File: config.mk
export PLATFORM = sky130hd
export DESIGN_NAME = uart_rx_core
export DESIGN_NICKNAME = d
export VERILOG_FILES = /design/src/rtl/uart_rx_core.sv
export SDC_FILE = /design/constraint.sdc
export NUM_CORES = 1
export LEC_CHECK = 0
export ABC_AREA = 1
export BUFFER_PORTS_ARGS = -buffer_cell sky130_fd_sc_hd__buf_2
export CORE_AREA = 4 4 71 79
export DETAILED_ROUTE_END_ITERATION = 10
export DIE_AREA = 0 0 75 83
export GPL_ROUTABILITY_DRIVEN = 0
export PLACE_DENSITY_LB_ADDON = 0.2
export SLEW_MARGIN = 20
export SYNTH_ARGS = -nofsm -noshare
export SYNTH_HDL_FRONTEND = slang
export SYNTH_SLANG_ARGS = --single-unit
File: constraint.sdc
create_clock -name clk_i -period 2.8 [get_ports clk_i]
set_input_delay 0.56 -clock clk_i [delete_from_list [all_inputs] [get_ports clk_i]]
set_output_delay 0.56 -clock clk_i [all_outputs]
set_load 0.02 [all_outputs]
File: src/rtl/uart_rx_core.sv
// Oversampling 8N1 UART receiver: 2-flop sync, 3-tap majority vote, valid/ready byte output.
// Byte valid the cycle after the stop-bit decision; UART_RX_FIFO_EN swaps the holding register for a 4-deep FIFO.
module uart_rx_core #(
    parameter int CLKS_PER_BIT = 434
) (
    input  logic       clk_i,
    input  logic       rst_i,
    input  logic       uart_rxd,
    output logic [7:0] data_o,
    output logic       valid_o,
    input  logic       ready_i,
    output logic       frame_err_o,
    output logic       overrun_o
);

    localparam int CW = $clog2(CLKS_PER_BIT);
    localparam logic [CW-1:0] HALF = CW'(CLKS_PER_BIT / 2);
    localparam logic [CW-1:0] LAST = CW'(CLKS_PER_BIT - 1);

    typedef enum logic [2:0] {
        IDLE,
        START,
        DATA,
        STOP,
        BREAK
    } state_t;

    logic          sync1, sync2;
    logic [2:0]    hist;
    logic          maj;

    state_t        state_q, state_d;
    logic [CW-1:0] cnt_q, cnt_d;
    logic [2:0]    bit_q, bit_d;
    logic [7:0]    shift_q, shift_d;
    logic          byte_done;
    logic          ferr_d;

    always_ff @(posedge clk_i) begin
        if (rst_i) begin
            sync1 <= 1'b1;
            sync2 <= 1'b1;
            hist  <= 3'b111;
        end else begin
            sync1 <= uart_rxd;
            sync2 <= sync1;
            hist  <= {hist[1:0], sync2};
        end
    end

    assign maj = (hist[0] & hist[1]) | (hist[0] & hist[2]) | (hist[1] & hist[2]);

    always_ff @(posedge clk_i) begin
        if (rst_i) begin
            state_q     <= IDLE;
            cnt_q       <= '0;
            bit_q       <= '0;
            shift_q     <= '0;
            frame_err_o <= 1'b0;
        end else begin
            state_q     <= state_d;
            cnt_q       <= cnt_d;
            bit_q       <= bit_d;
            shift_q     <= shift_d;
            frame_err_o <= ferr_d;
        end
    end

    always_comb begin
        state_d   = state_q;
        cnt_d     = cnt_q;
        bit_d     = bit_q;
        shift_d   = shift_q;
        byte_done = 1'b0;
        ferr_d    = 1'b0;
        case (state_q)
            IDLE: begin
                cnt_d = '0;
                if (!sync2) begin
                    state_d = START;
                end
            end
            START: begin
                if (cnt_q == HALF) begin
                    // a start bit that has gone high again by mid-bit is a glitch
                    if (maj) begin
                        state_d = IDLE;
                    end else begin
                        state_d = DATA;
                        cnt_d   = '0;
                        bit_d   = '0;
                    end
                end else begin
                    cnt_d = cnt_q + CW'(1);
                end
            end
            DATA: begin
                if (cnt_q == LAST) begin
                    shift_d = {maj, shift_q[7:1]};
                    cnt_d   = '0;
                    bit_d   = bit_q + 3'd1;
                    if (bit_q == 3'd7) begin
                        state_d = STOP;
                    end
                end else begin
                    cnt_d = cnt_q + CW'(1);
                end
            end
            STOP: begin
                if (cnt_q == LAST) begin
                    cnt_d = '0;
                    if (maj) begin
                        byte_done = 1'b1;
                        state_d   = IDLE;
                    end else begin
                        ferr_d  = 1'b1;
                        state_d = BREAK;
                    end
                end else begin
                    cnt_d = cnt_q + CW'(1);
                end
            end
            BREAK: begin
                // hold here so a long break yields a single framing error
                if (sync2) begin
                    state_d = IDLE;
                end
            end
            default: begin
                state_d = IDLE;
            end
        endcase
    end

`ifdef UART_RX_FIFO_EN
    logic [7:0] mem [4];
    logic [2:0] wp_q, rp_q;
    logic       empty, full, push, pop;

    assign empty   = (wp_q == rp_q);
    assign full    = (wp_q[1:0] == rp_q[1:0]) && (wp_q[2] != rp_q[2]);
    assign pop     = !empty && ready_i;
    assign push    = byte_done && (!full || pop);
    assign data_o  = mem[rp_q[1:0]];
    assign valid_o = !empty;

    always_ff @(posedge clk_i) begin
        if (rst_i) begin
            for (int i = 0; i < 4; i++) begin
                mem[i] <= '0;
            end
            wp_q      <= '0;
            rp_q      <= '0;
            overrun_o <= 1'b0;
        end else begin
            overrun_o <= byte_done && full && !pop;
            if (push) begin
                mem[wp_q[1:0]] <= shift_q;
                wp_q           <= wp_q + 3'd1;
            end
            if (pop) begin
                rp_q <= rp_q + 3'd1;
            end
        end
    end
`else
    always_ff @(posedge clk_i) begin
        if (rst_i) begin
            data_o    <= '0;
            valid_o   <= 1'b0;
            overrun_o <= 1'b0;
        end else begin
            overrun_o <= 1'b0;
            if (byte_done) begin
                if (!valid_o || ready_i) begin
                    data_o  <= shift_q;
                    valid_o <= 1'b1;
                end else begin
                    overrun_o <= 1'b1;
                end
            end else if (valid_o && ready_i) begin
                valid_o <= 1'b0;
            end
        end
    end
`endif

endmodule
==> results.md, run 1 <==
- The count of yosys warnings during synthesis is 0.
- The flow ran to the end, and the final reports show no timing, DRC or antenna violations.
- The final period utilization is 0.563.
- At the pin with the least slew margin, the transition time is approximately 600 ps.
- 0 antenna diodes ended up in the layout.
- The synthesized-area fraction occupied by ao, oa, aoi and oai cells is 0.0481.
- The power density over the cells is 669 nW/um2.
- The die area is 6230 um2.
- The routed layout has 1595 vias.
- The HPWL after detailed placement is about 2.7 mm.
- The wire length reported by the detailed router is 3.76 mm.
- The floorplan step set the die width to 75 um.
- The dominant combinational cell family by area after synthesis is simple AND/OR/NAND/NOR gates.
- The count of endpoints failing hold in the final timing report is 0.
- In the global route stage, overall resource usage came out at 0.136.
- The global-route wire length before repair is 6.93 mm.
- In this run the static leakage power is roughly 1.1 nW.
- The setup slack after layout is about 1200 ps.
- The clock-pin transition on the worst setup and hold timing paths is roughly 80 ps.
- The number of CTS-inserted buffers is 5.
- The number of standard-cell rows in the floorplan is 27.
- The fill cell total of the finished layout is 547.
- The final net count is ~310.
- The share of cells above drive strength 1 is 0.112.
- Pin placement for this block handled 15 I/O pins.
- The share of the Yosys chip area taken by registers is 0.417.
- Hold is met by 399 ps.
- The xor and xnor area share after synthesis is 0.0140.
- Between clock sinks in the finished design, the worst skew comes to 12.5 ps.
- Synthesis inferred 39 register bits.
- The pin count of the biggest net entering global routing is 23.
- STA puts the critical path data required time at between 2000 and 3000 ps.
- After technology mapping, the gate count stands at 286.
- TritonCTS built the clock tree.
- The H-tree depth is 2.
- For this block, the initial DRC count from the detailed router was 117.
- After routing, the total negative slack on setup checks comes to 0 ps.
- Of the post-synthesis cell area, the dominant cell type holds 0.417.
- The number of antenna violations at the first check in global routing is 0.
- Measured on the finished design, the core utilization comes to 0.424.
- Derived from the worst setup path, the maximum achievable clock frequency is roughly 630 MHz.
- The y dimension of the die is 83 um.
- Measured against its own limit, the worst slew margin works out to 0.600.
- Ranked by total cell area, the synthesized netlist is headed by sky130_fd_sc_hd__dfxtp_1 42%, sky130_fd_sc_hd__nand2_1 16%, sky130_fd_sc_hd__nor2_1 13%, sky130_fd_sc_hd__inv_1 8.0%, sky130_fd_sc_hd__nand3_1 3.2%.
- The maximum number of buffers from clock root to sink is 2.
- The worst-case IR drop observed on VDD is 343 uV.
- The starting utilization of the core area is 0.383.
- In this run the cell area of the synthesized design comes to 1870 um2.
- The global-route congestion overflow total is 0.
- The tree is rooted in a sky130_fd_sc_hd__clkbuf_8.
- The clock sink count is 39.
- The number of setup violations in the final report is 0.
- Of the total synthesized cell area, the portion taken by full adders, half adders and majority gates is 0.0267.
- The multiplexer share of the synthesized area is 0.
- The shortest period the worst path allows is 1580 ps.
- The per-instance average area after synthesis is 6.55 um2.
- In this run the worst path has a maximum fanout of 10.
- The count of nets left with antenna violations once routing finished came out at 0.
- The number of global-route vias before repair is between 1500 and 2000.
- After detailed routing, the average wire length per cell comes to roughly 10 um.
- The worst setup path is launched from a flip-flop.
- The clock network latency to the later pin of the worst-skew pair is 280 ps.
- The synthesized net count is 294.
- Of all cell types, the one taking the most synthesized area is sky130_fd_sc_hd__dfxtp_1.
- The critical path is of the flip-flop to flip-flop type.
- Setup repair after global routing left no endpoint under its margin.
- The number of iterations in the first detailed-routing pass is 4.
- The min-delay analysis places its worst path in the category flip-flop to flip-flop.
- The area of the placeable core is a little under 5000 um2.
- The number of library cell types mapped by synthesis is 25.
- Compared with the post-synthesis result, the final layout area differs by 10.7%.
- The number of pins with negative max-slew slack in the final report is 0.
- Of the total synthesized cell area, the portion taken by AND, OR, NAND and NOR gates is 0.394.
- In this run, post-CTS hold repair placed 0 buffers.
- STA classifies the critical path endpoint as a flip-flop.
- Data arrives at the worst endpoint at 1750 ps.
- The setup fix buffers added after clock tree synthesis is 0.
- The number of gates resized after CTS was 0.
- The DRC violation count after routing is 0.
- The worst-case setup slack after placement is 1100 ps.
- After detailed routing, the number of vias per cell comes to 4.41.
- In this run the tool buffered the top-level ports with 14 buffer cells.
- The max-capacitance violation count is 0.
[final timing paths]
path                            startpoint  cells after the start         end  slack [ps]
worst min register to register       sync1                      1       sync2         400
worst max register to register    cnt_q[0]                      8  shift_q[3]        1220
worst min-delay path                 sync1                      1       sync2         400
worst max-delay path              cnt_q[0]                      8  shift_q[3]        1220
[critical path, cell delays in order (launching register included)]
cell                      delay [ps]
sky130_fd_sc_hd__dfxtp_1         390
sky130_fd_sc_hd__ha_1            190
sky130_fd_sc_hd__nand2_1          70
sky130_fd_sc_hd__nor2_2          150
sky130_fd_sc_hd__nand2_4         110
sky130_fd_sc_hd__nor2_4          210
sky130_fd_sc_hd__inv_1           170
sky130_fd_sc_hd__nor2_1          130
sky130_fd_sc_hd__nor2_1           60
[through the flow]
step | power [W] | std cells | instance area [um2]
floorplan | 0.000957 | 286 | 1870
global placement | 0.00104 | 354 | 1990
detailed placement | 0.00104 | 354 | 1990
CTS | 0.00141 | 362 | 2080
global route | 0.00151 | 362 | 2080
finish | 0.00139 | 362 | 2080
[final cells by class]
cell class              instances  area, um2  share of cell area
clock buffers                   7       76.3              0.0368
clock inverters                 1       5.00             0.00241
inverters                      42        159              0.0766
multi-input cells             200        905               0.436
flip-flops and latches         39        781               0.376
well taps                      58       72.6              0.0350
repair buffers                 15       77.6              0.0374
[synthesized netlist by cell type]
cell type / number
sky130_fd_sc_hd__nand2_1: 82
sky130_fd_sc_hd__nor2_1: 65
sky130_fd_sc_hd__inv_1: 40
sky130_fd_sc_hd__dfxtp_1: 39
sky130_fd_sc_hd__nand3_1: 12
sky130_fd_sc_hd__o21ai_0: 10
sky130_fd_sc_hd__a21oi_1: 8
sky130_fd_sc_hd__ha_1: 4
sky130_fd_sc_hd__nand2_2: 3
sky130_fd_sc_hd__nor2_2: 3
sky130_fd_sc_hd__clkbuf_1: 2
sky130_fd_sc_hd__nand3b_1: 2
sky130_fd_sc_hd__nand4_1: 2
sky130_fd_sc_hd__or2_2: 2
sky130_fd_sc_hd__xor2_1: 2
sky130_fd_sc_hd__buf_1: 1
sky130_fd_sc_hd__buf_6: 1
sky130_fd_sc_hd__clkbuf_4: 1
sky130_fd_sc_hd__clkinv_2: 1
sky130_fd_sc_hd__inv_2: 1
sky130_fd_sc_hd__nand2_4: 1
sky130_fd_sc_hd__nand3b_4: 1
sky130_fd_sc_hd__nor2_4: 1
sky130_fd_sc_hd__nor4_1: 1
sky130_fd_sc_hd__xnor2_1: 1
[cells in the final DEF, fill, tap and decap left out]
cell type	n
sky130_fd_sc_hd__nor2_2	3
sky130_fd_sc_hd__nor2_4	1
sky130_fd_sc_hd__or2_2	2
sky130_fd_sc_hd__buf_4	1
sky130_fd_sc_hd__nor2_1	65
sky130_fd_sc_hd__buf_2	14
sky130_fd_sc_hd__nand4_1	2
sky130_fd_sc_hd__nand3_1	12
sky130_fd_sc_hd__clkinv_2	2
sky130_fd_sc_hd__clkbuf_1	2
sky130_fd_sc_hd__nand2_1	82
sky130_fd_sc_hd__nor4_1	1
sky130_fd_sc_hd__o21ai_0	10
sky130_fd_sc_hd__a21oi_1	8
sky130_fd_sc_hd__nand2_2	3
sky130_fd_sc_hd__dfxtp_1	39
sky130_fd_sc_hd__nand2_4	1
sky130_fd_sc_hd__nand3b_4	1
sky130_fd_sc_hd__ha_1	4
sky130_fd_sc_hd__nand3b_1	2
sky130_fd_sc_hd__inv_2	1
sky130_fd_sc_hd__xnor2_1	1
sky130_fd_sc_hd__inv_1	40
sky130_fd_sc_hd__xor2_1	2
sky130_fd_sc_hd__clkbuf_8	5
[power breakdown]
part	leakage (nW)	total (W)	internal [W]	switching, W
Combinational	0.784	0.000386	0.000123	0.000263
Sequential	0.316	0.000642	0.000599	0.0000439
Clock	0.0422	0.000360	0.000175	0.000185
Total	1.14	0.00139	0.000896	0.000492
[flip-flops by register name, indices dropped and copies added (netlist names)]
signal       flops
cnt_q            9
data_o           8
shift_q          8
bit_q            3
hist             3
state_q          3
frame_err_o      1
overrun_o        1
sync1            1
sync2            1
valid_o          1
[layer usage]
| metal | global-route usage | part of all wire | vias up |
|---|---|---|---|
| met1 | 0.184 | 0.51 | 686 |
| met5 | 0 | 0 | - |
| met3 | 0.0339 | 0.026 | 2 |
| met2 | 0.215 | 0.46 | 15 |
| met4 | 0.0291 | 0.0061 | 0 |
| li1 | - | - | 892 |
[kinds of logic (layout without fill, tap and decap cells)]
family                     Yosys count  in the layout
buffers and inverters               47             65
xor gates and xnor gates             3              3
adders and majority gates            4              4
DFF                                 39             39
and+or+nand+nor                    175            175
AOI/OAI and AO/OA                   18             18
(Power assumes the default switching activity.)
==> inputs of run 2 (changes only) <==
Clock period 2.8 ns to 1.58 ns, I/O delays scaled along.
==> results.md, run 2 (synthesis gave the netlist of run 1 again) <==
- The flow ran to the end, and the final reports show no timing, DRC or antenna violations.
- The path length in cells of the critical path was 9 (+1).
- The element type at the critical path start is a flip-flop.
- The DRC violation count after routing is 0 (unchanged).
- The final net count is 316 (+1.6%).
- In this run the worst setup path terminates at state_q[2].
- The y dimension of the die came to 83 um (unchanged).
- The total negative slack is 0 ps (unchanged).
- The number of pins with negative max-slew slack in the final report came to 0 (unchanged).
- The number of global-route vias before repair came to 1487 (-4.7%).
- The power density over the cells was 1260 nW/um2 (+88%).
- The slew at the pin closest to its max-slew limit is 296 ps (-304 ps).
- Walking the worst path, the cells encountered are inv_1 > ha_1 > inv_1 > nor2_2 > nand3_1 > nand2_2 > nand3b_1 > nor2_1 > nor2_1.
- The type of the tightest min-delay check is primary input to flip-flop.
- The worst-case register-to-register setup slack is 140 ps (-1090 ps).
- The DRC marker count from the first detailed-route iteration is 114 (-2.6%).
- The shortest period the worst path allows came to 1440 ps (-135 ps).
- The worst-case clock skew is 8.87 ps (-3.67 ps).
- The global-route congestion overflow total is 0 (unchanged).
- The wire length reported by the detailed router is 3.78 mm (+0.56%).
- The vias per cell is 4.43 (+0.62%).
- The area of the placeable core is 4900 um2 (unchanged).
- Among all stages on the critical path, the largest delay is contributed by sky130_fd_sc_hd__dfxtp_1.
- The overall fraction of global-route tracks in use is 0.132 (-0.00343).
- The starting utilization of the core area is 0.383 (unchanged).
- The net switching component of the power is 0.000928 W (+89%).
- The worst hold margin is 206 ps (-193 ps).
- The HPWL after detailed placement is 2.60 mm (-4.6%).
- The count of endpoints failing hold in the final timing report came to 0 (unchanged).
- Ranked by flip-flop count, first place goes to cnt_q.
- In the final layout, the registers with the most flip-flops are cnt_q: 9 flops, data_o: 8 flops, shift_q: 8 flops.
- The number of cells on the worst reg-to-reg path is 9 (+1).
- The switching share of total power is 0.336 (-0.0179).
- The total via count after detailed routing came to 1627 (+2.0%).
- The wire length per cell after detailed routing came to 10.3 um (-0.81%).
- The cell internal power dissipation is 0.00183 W (+100%).
- The worst endpoint data arrival time is 1630 ps (-120 ps).
- The number of inserted diodes was 0 (unchanged).
- The number of iterations in the first detailed-routing pass is 4 (unchanged).
- In this run the critical register-to-register path is launched from cnt_q[1].
- Leaving out fill and tap cells, the most frequent cells in the layout are 78 x sky130_fd_sc_hd__nand2_1, 63 x sky130_fd_sc_hd__nor2_1, 40 x sky130_fd_sc_hd__inv_1.
- The die area is 6230 um2 (unchanged).
- The largest fanout on the critical path is 6 (-4).
- The total buffers and inverters traversed by the critical path is 2 (+1).
- The pin count of the biggest net entering global routing is 31 (+35%).
- The global-route wire length before repair is 6.59 mm (-5.0%).
- The area growth from synthesis to layout is 17.1%.
- The H-tree depth was 2 (unchanged).
- The worst-case setup slack after placement was 109 ps (-994 ps).
- The number of standard-cell rows in the floorplan is 27 (unchanged).
- The number of antenna violations at the first check in global routing was 0 (unchanged).
- The flip-flop count of the largest register after layout was 9 (unchanged).
- The number of CTS-inserted buffers is 5 (unchanged).
- The leakage power total is 1.22 nW (+7.2%).
- The share of cells above drive strength 1 is 0.155 (+0.0435).
- The maximum single-stage delay on the critical path is 340 ps (-50 ps).
- The source of the critical timing path is cnt_q[1].
- The clock sink count is 39 (unchanged).
- TritonCTS built the clock tree.
- The startpoint-to-endpoint class of the critical path is flip-flop to flip-flop.
- The clock-pin transition on the worst setup and hold timing paths is 80 ps (about the same).
- The worst voltage drop across the vdd grid is 521 uV (+52%).
- The worst max-slew margin expressed relative to the limit came to 0.802 (+0.203).
- The die boundary width was 75 um (unchanged).
- The boundary pin count is 15 (unchanged).
- The number of buffers added on ports is 14 (unchanged).
- The clock network latency to the later pin of the worst-skew pair is 290 ps (about the same).
- The max-capacitance violation count is 0 (unchanged).
- The capturing point of the worst reg2reg path is state_q[2].
- The fmax is 694 MHz (+9.4%).
- The required time of the critical path came to 1770 ps (-1200 ps).
- The sequential share of power is 0.413 (-0.050).
- The kind of cell with the highest combined delay along the critical path is simple AND/OR/NAND/NOR gates.
- The category of the worst setup path capture point is a flip-flop.
- The antenna violation net count after detailed routing is 0 (unchanged).
- The combinational cell fraction of total power is 0.264 (-0.014).
- The final period utilization is 0.912 (+0.349).
- The number of setup violations in the final report is 0 (unchanged).
- The setup slack after layout is 139 ps (-1090 ps).
- The clock group share of total power is 0.324 (+0.065).
- The root cell of the clock tree is sky130_fd_sc_hd__clkbuf_8.
- The maximum number of buffers from clock root to sink was 2 (unchanged).
- Leaving out fill and tap cells, the most frequent cell in the layout is sky130_fd_sc_hd__nand2_1.
## run 2: timing repair
action / in CTS / in global routing
gates resized for setup: 0 / 8
hold buffers: 0 / 0
endpoints found under the setup margin: 0 / 23
buffers inserted: 0 / 1
## run 2: cell type report
class                   count  area (um2)
flip-flops and latches     39         782
well taps                  58        72.6
multi-input cells         201         940
repair buffers             19         120
fillers                   498        2700
inverters                  42         159
clock inverters             2        38.8
clock buffers               6        82.6
## run 2: power groups by stage
stage | registers (W) | logic [W] | clock network [W]
CTS | 0.00114 | 0.000707 | 0.000914
global route | 0.00116 | 0.000849 | 0.000958
finish | 0.00114 | 0.000728 | 0.000892
detailed placement | 0.00116 | 0.000703 | 0
global placement | 0.00116 | 0.000698 | 0
floorplan | 0.00114 | 0.000555 | 0
## run 2: worst min-delay path by stage
stage / startpoint / endpoint / slack [ps] / depth (start not counted)
after floorplan: sync1 / sync2 / 390 / 1
after CTS: uart_rxd / sync1 / 200 / 2
after global routing: uart_rxd / sync1 / 210 / 2
after detailed placement: sync1 / sync2 / 400 / 1
after global placement: sync1 / sync2 / 390 / 1
final: uart_rxd / sync1 / 210 / 2
## run 2: metal layers
layer | vias to the layer above | global-route usage | part of all wire
met2 | 23 | 0.208 | 0.46
met3 | 4 | 0.0363 | 0.039
met4 | 0 | 0.0388 | 0.0090
li1 | 906 | - | -
met5 | - | 0 | 0
met1 | 694 | 0.174 | 0.49
## run 2: stage by stage
stage	cells	util	power, W	area [um2]
CTS	365	0.439	0.00276	2150
floorplan	286	-	0.00170	1870
detailed placement	357	0.414	0.00186	2030
global route	367	0.448	0.00296	2190
global placement	357	0.414	0.00186	2030
finish	367	0.448	0.00276	2190
==> inputs of run 3 (changes only) <==
Settings changed: CORE_AREA 4 4 71 79 to 10 10 77 85, DIE_AREA 0 0 75 83 to 0 0 87 95, REMOVE_ABC_BUFFERS from default to 1.
==> results.md, run 3 (synthesis gave the netlist of run 1 again) <==
- The number of inserted diodes was 0 (unchanged).
- The wire length per cell after detailed routing is 10.5 um (+2.4%).
- The number of standard-cell rows in the floorplan is 27 (unchanged).
- The number of global-route vias before repair came to 1555 (+4.6%).
- The switching share of total power is 0.336 (-0.000405).
- The H-tree depth is 2 (unchanged).
- The final period utilization is 0.915 (+0.00311).
- The worst hold margin came to 209 ps (+2.80 ps).
- The power density over the cells came to 1270 nW/um2 (+1.0%).
- The capturing point of the worst reg2reg path is state_q[0].
- The clock group share of total power is 0.319 (-0.005).
- The total via count after detailed routing is 1666 (+2.4%).
- The number of CTS-inserted buffers is 5 (unchanged).
- The beginning of the worst register-to-register path is bit_q[0].
- The fill cell total of the finished layout is 511 (+2.6%).
- The combined area of the multi-input logic cells is 942 um2 (+0.27%).
- The layer flagged by global routing as most heavily used is met2.
- The worst-case setup slack after placement was 57.9 ps (-51.5 ps).
- The vias per cell is 4.55 (+2.7%).
- The number of iterations in the first detailed-routing pass is 4 (unchanged).
- The maximum number of buffers from clock root to sink is 2 (unchanged).
- The global-route congestion overflow total is 0 (unchanged).
- The sequential share of power came to 0.411 (-0.002).
- Counting stages on the worst path, the most repeated cell is sky130_fd_sc_hd__nand2_1.
- The clock-pin transition on the worst setup and hold timing paths came to 80 ps (about the same).
- The area of the placeable core is 4900 um2 (unchanged).
- The combinational cell fraction of total power came to 0.270 (+0.006).
- The number of stages on the worst hold path was 2 (unchanged).
- The final design utilization is 0.446 (-0.00179).
- The number of buffers added on ports is 14 (unchanged).
- The startpoint-to-endpoint class of the critical path is flip-flop to flip-flop.
- The share of cells above drive strength 1 is 0.162 (+0.00700).
- The overall fraction of global-route tracks in use came to 0.0972 (-0.0352).
- The slew at the pin closest to its max-slew limit was 293 ps (-2.95 ps).
- The hold-critical path endpoint is sync1.
- The maximum single-stage delay on the critical path came to 330 ps (about the same).
- In the final layout, the registers with the most flip-flops are cnt_q: 9 flops, data_o: 8 flops, shift_q: 8 flops.
- The worst setup path is captured at a flip-flop.
- The starting utilization of the core area is 0.383 (unchanged).
- The boundary pin count came to 15 (unchanged).
- The flip-flop count of the largest register after layout came to 9 (unchanged).
- The root cell of the clock tree is sky130_fd_sc_hd__clkbuf_8.
- The wire length reported by the detailed router is 3.86 mm (+2.1%).
- The HPWL after detailed placement is 2.82 mm (+8.6%).
- The number of pins with negative max-slew slack in the final report was 0 (unchanged).
- The instance count after placement with tap cells included is 356 (-0.28%).
- cnt_q holds more flip-flops than any other register.
- The worst max-slew margin expressed relative to the limit is 0.804 (+0.00146).
- TritonCTS built the clock tree.
- The total buffers and inverters traversed by the critical path is 0 (-2).
- The critical path's top delay family is simple AND/OR/NAND/NOR gates.
- The shortest period the worst path allows is 1450 ps (+4.91 ps).
- The number of cells on the worst reg-to-reg path is 8 (-1).
- The die area is 8270 um2 (+33%).
- The cell internal power dissipation is 0.00184 W (+0.70%).
- From synthesis to final layout, the design area changed by 16.6%.
- The leakage power total is 1.18 nW (-3.3%).
- The most common cell after layout, fill and taps aside is sky130_fd_sc_hd__nand2_1.
- The pin count of the biggest net entering global routing is 22 (-29%).
- The met1 usage in global routing is 0.107 (-0.0670).
- The antenna violation net count after detailed routing was 0 (unchanged).
- The worst voltage drop across the vdd grid was 478 uV (-8.2%).
- The setup slack after layout is 134 ps (-4.91 ps).
- The critical path's slowest cell is sky130_fd_sc_hd__dfxtp_1.
- The area of all placed cells without fillers is 2190 um2 (-0.40%).
- The register area came to 783 um2 (+0.16%).
- In the layout the commonest cells are 80 x sky130_fd_sc_hd__nand2_1, 63 x sky130_fd_sc_hd__nor2_1, 38 x sky130_fd_sc_hd__inv_1.
- The fmax is 692 MHz (-0.34%).
- The die boundary width is 87 um (+16%).
- The largest fanout on the critical path is 6 (unchanged).
- The count of endpoints failing hold in the final timing report was 0 (unchanged).
- The worst endpoint data arrival time is 1630 ps (about the same).
- The y dimension of the die came to 95 um (+14%).
- The clock sink count is 39 (unchanged).
- The startpoint of the tightest hold check path is uart_rxd.
- The number of setup violations in the final report came to 0 (unchanged).
- The placed instance area is 2010 um2 (-0.99%).
- The number of non-filler instances in the completed layout is 366 (-0.27%).
- The required time of the critical path is 1770 ps (about the same).
- The fraction of met3 tracks used by global routing is 0.0379 (+0.00158).
- The final net count came to 315 (-0.32%).
- The worst hold path belongs to the class primary input to flip-flop.
- The net switching component of the power came to 0.000933 W (+0.52%).
- The clock network latency to the later pin of the worst-skew pair is 290 ps (about the same).
- The max-capacitance violation count is 0 (unchanged).
- The DRC marker count from the first detailed-route iteration is 74 (-35%).
- The global-route wire length before repair is 6.63 mm (+0.62%).
- The worst-case register-to-register setup slack is 130 ps (about the same).
- The path length in cells of the critical path came to 8 (-1).
- The run finished with clean final reports.
- The number of antenna violations at the first check in global routing is 0 (unchanged).
- The element type at the critical path start is a flip-flop.
- The DRC violation count after routing is 0 (unchanged).
- The global routing met2 resource utilization is 0.167 (-0.0409).
- The signal on the critical path passes through ha_1 > ha_1 > nand3b_1 > nand2_1 > nand3b_1 > nand2_1 > nand2_1 > nor2_1.
- The worst-case clock skew is 8.00 ps (-0.867 ps).
## run 3: cell count changes in the layout (fill, tap and decap cells not counted), sizes merged
cell,previous run,this run
nand3b,4,3
## run 3: timing repair
action / in CTS / in global routing
setup buffers: 0 / 2
resized for setup: 0 / 13
setup endpoints to repair: 0 / 23
hold buffers: 0 / 0
endpoints found under the hold margin: 0 / 0
## run 3: how the worst max path moves through the flow
stage                         from         end  slack [ps]
after floorplan           cnt_q[0]  shift_q[0]         270
after global placement    cnt_q[0]    cnt_q[4]          90
after detailed placement  cnt_q[0]    cnt_q[4]          60
after CTS                 cnt_q[0]    cnt_q[4]          30
after global routing      cnt_q[0]  state_q[2]          -8
final                     bit_q[0]  state_q[0]         130
## run 3: routing by layer
layer  vias to the layer above  share of wire
met2                        19           0.48
li1                        901              -
met5                         -              0
met1                       742           0.46
met3                         4          0.050
met4                         0         0.0085
## run 3: final cells by class
| class | instances | area share |
|---|---|---|
| multi-input combinational | 200 | 0.431 |
| clock inverter | 2 | 0.0177 |
| tap | 58 | 0.0332 |
| inverter | 42 | 0.0727 |
| timing repair buffer | 19 | 0.0492 |
| clock buffer | 6 | 0.0378 |
| sequential | 39 | 0.358 |
## run 3: worst register-to-register path, delay by kind of cell (launching register included)
kind	cells	cell delay (ps)
simple gates	6	640
flops	1	330
fa+ha+maj	2	370
## run 3: through the flow
step	power [W]	setup TNS (ps)
2_1_floorplan	0.00169	0
3_3_place_gp	0.00185	0
3_5_place_dp	0.00186	0
4_1_cts	0.00275	0
5_1_grt	0.00298	-7.54
6_report	0.00278	0
## run 3: power by group through the flow
stage / combinational (W) / sequential [W] / clock, W
finish: 0.000750 / 0.00114 / 0.000885
global route: 0.000883 / 0.00115 / 0.000945
CTS: 0.000706 / 0.00113 / 0.000907
detailed placement: 0.000703 / 0.00116 / 0
global placement: 0.000696 / 0.00116 / 0
floorplan: 0.000549 / 0.00114 / 0
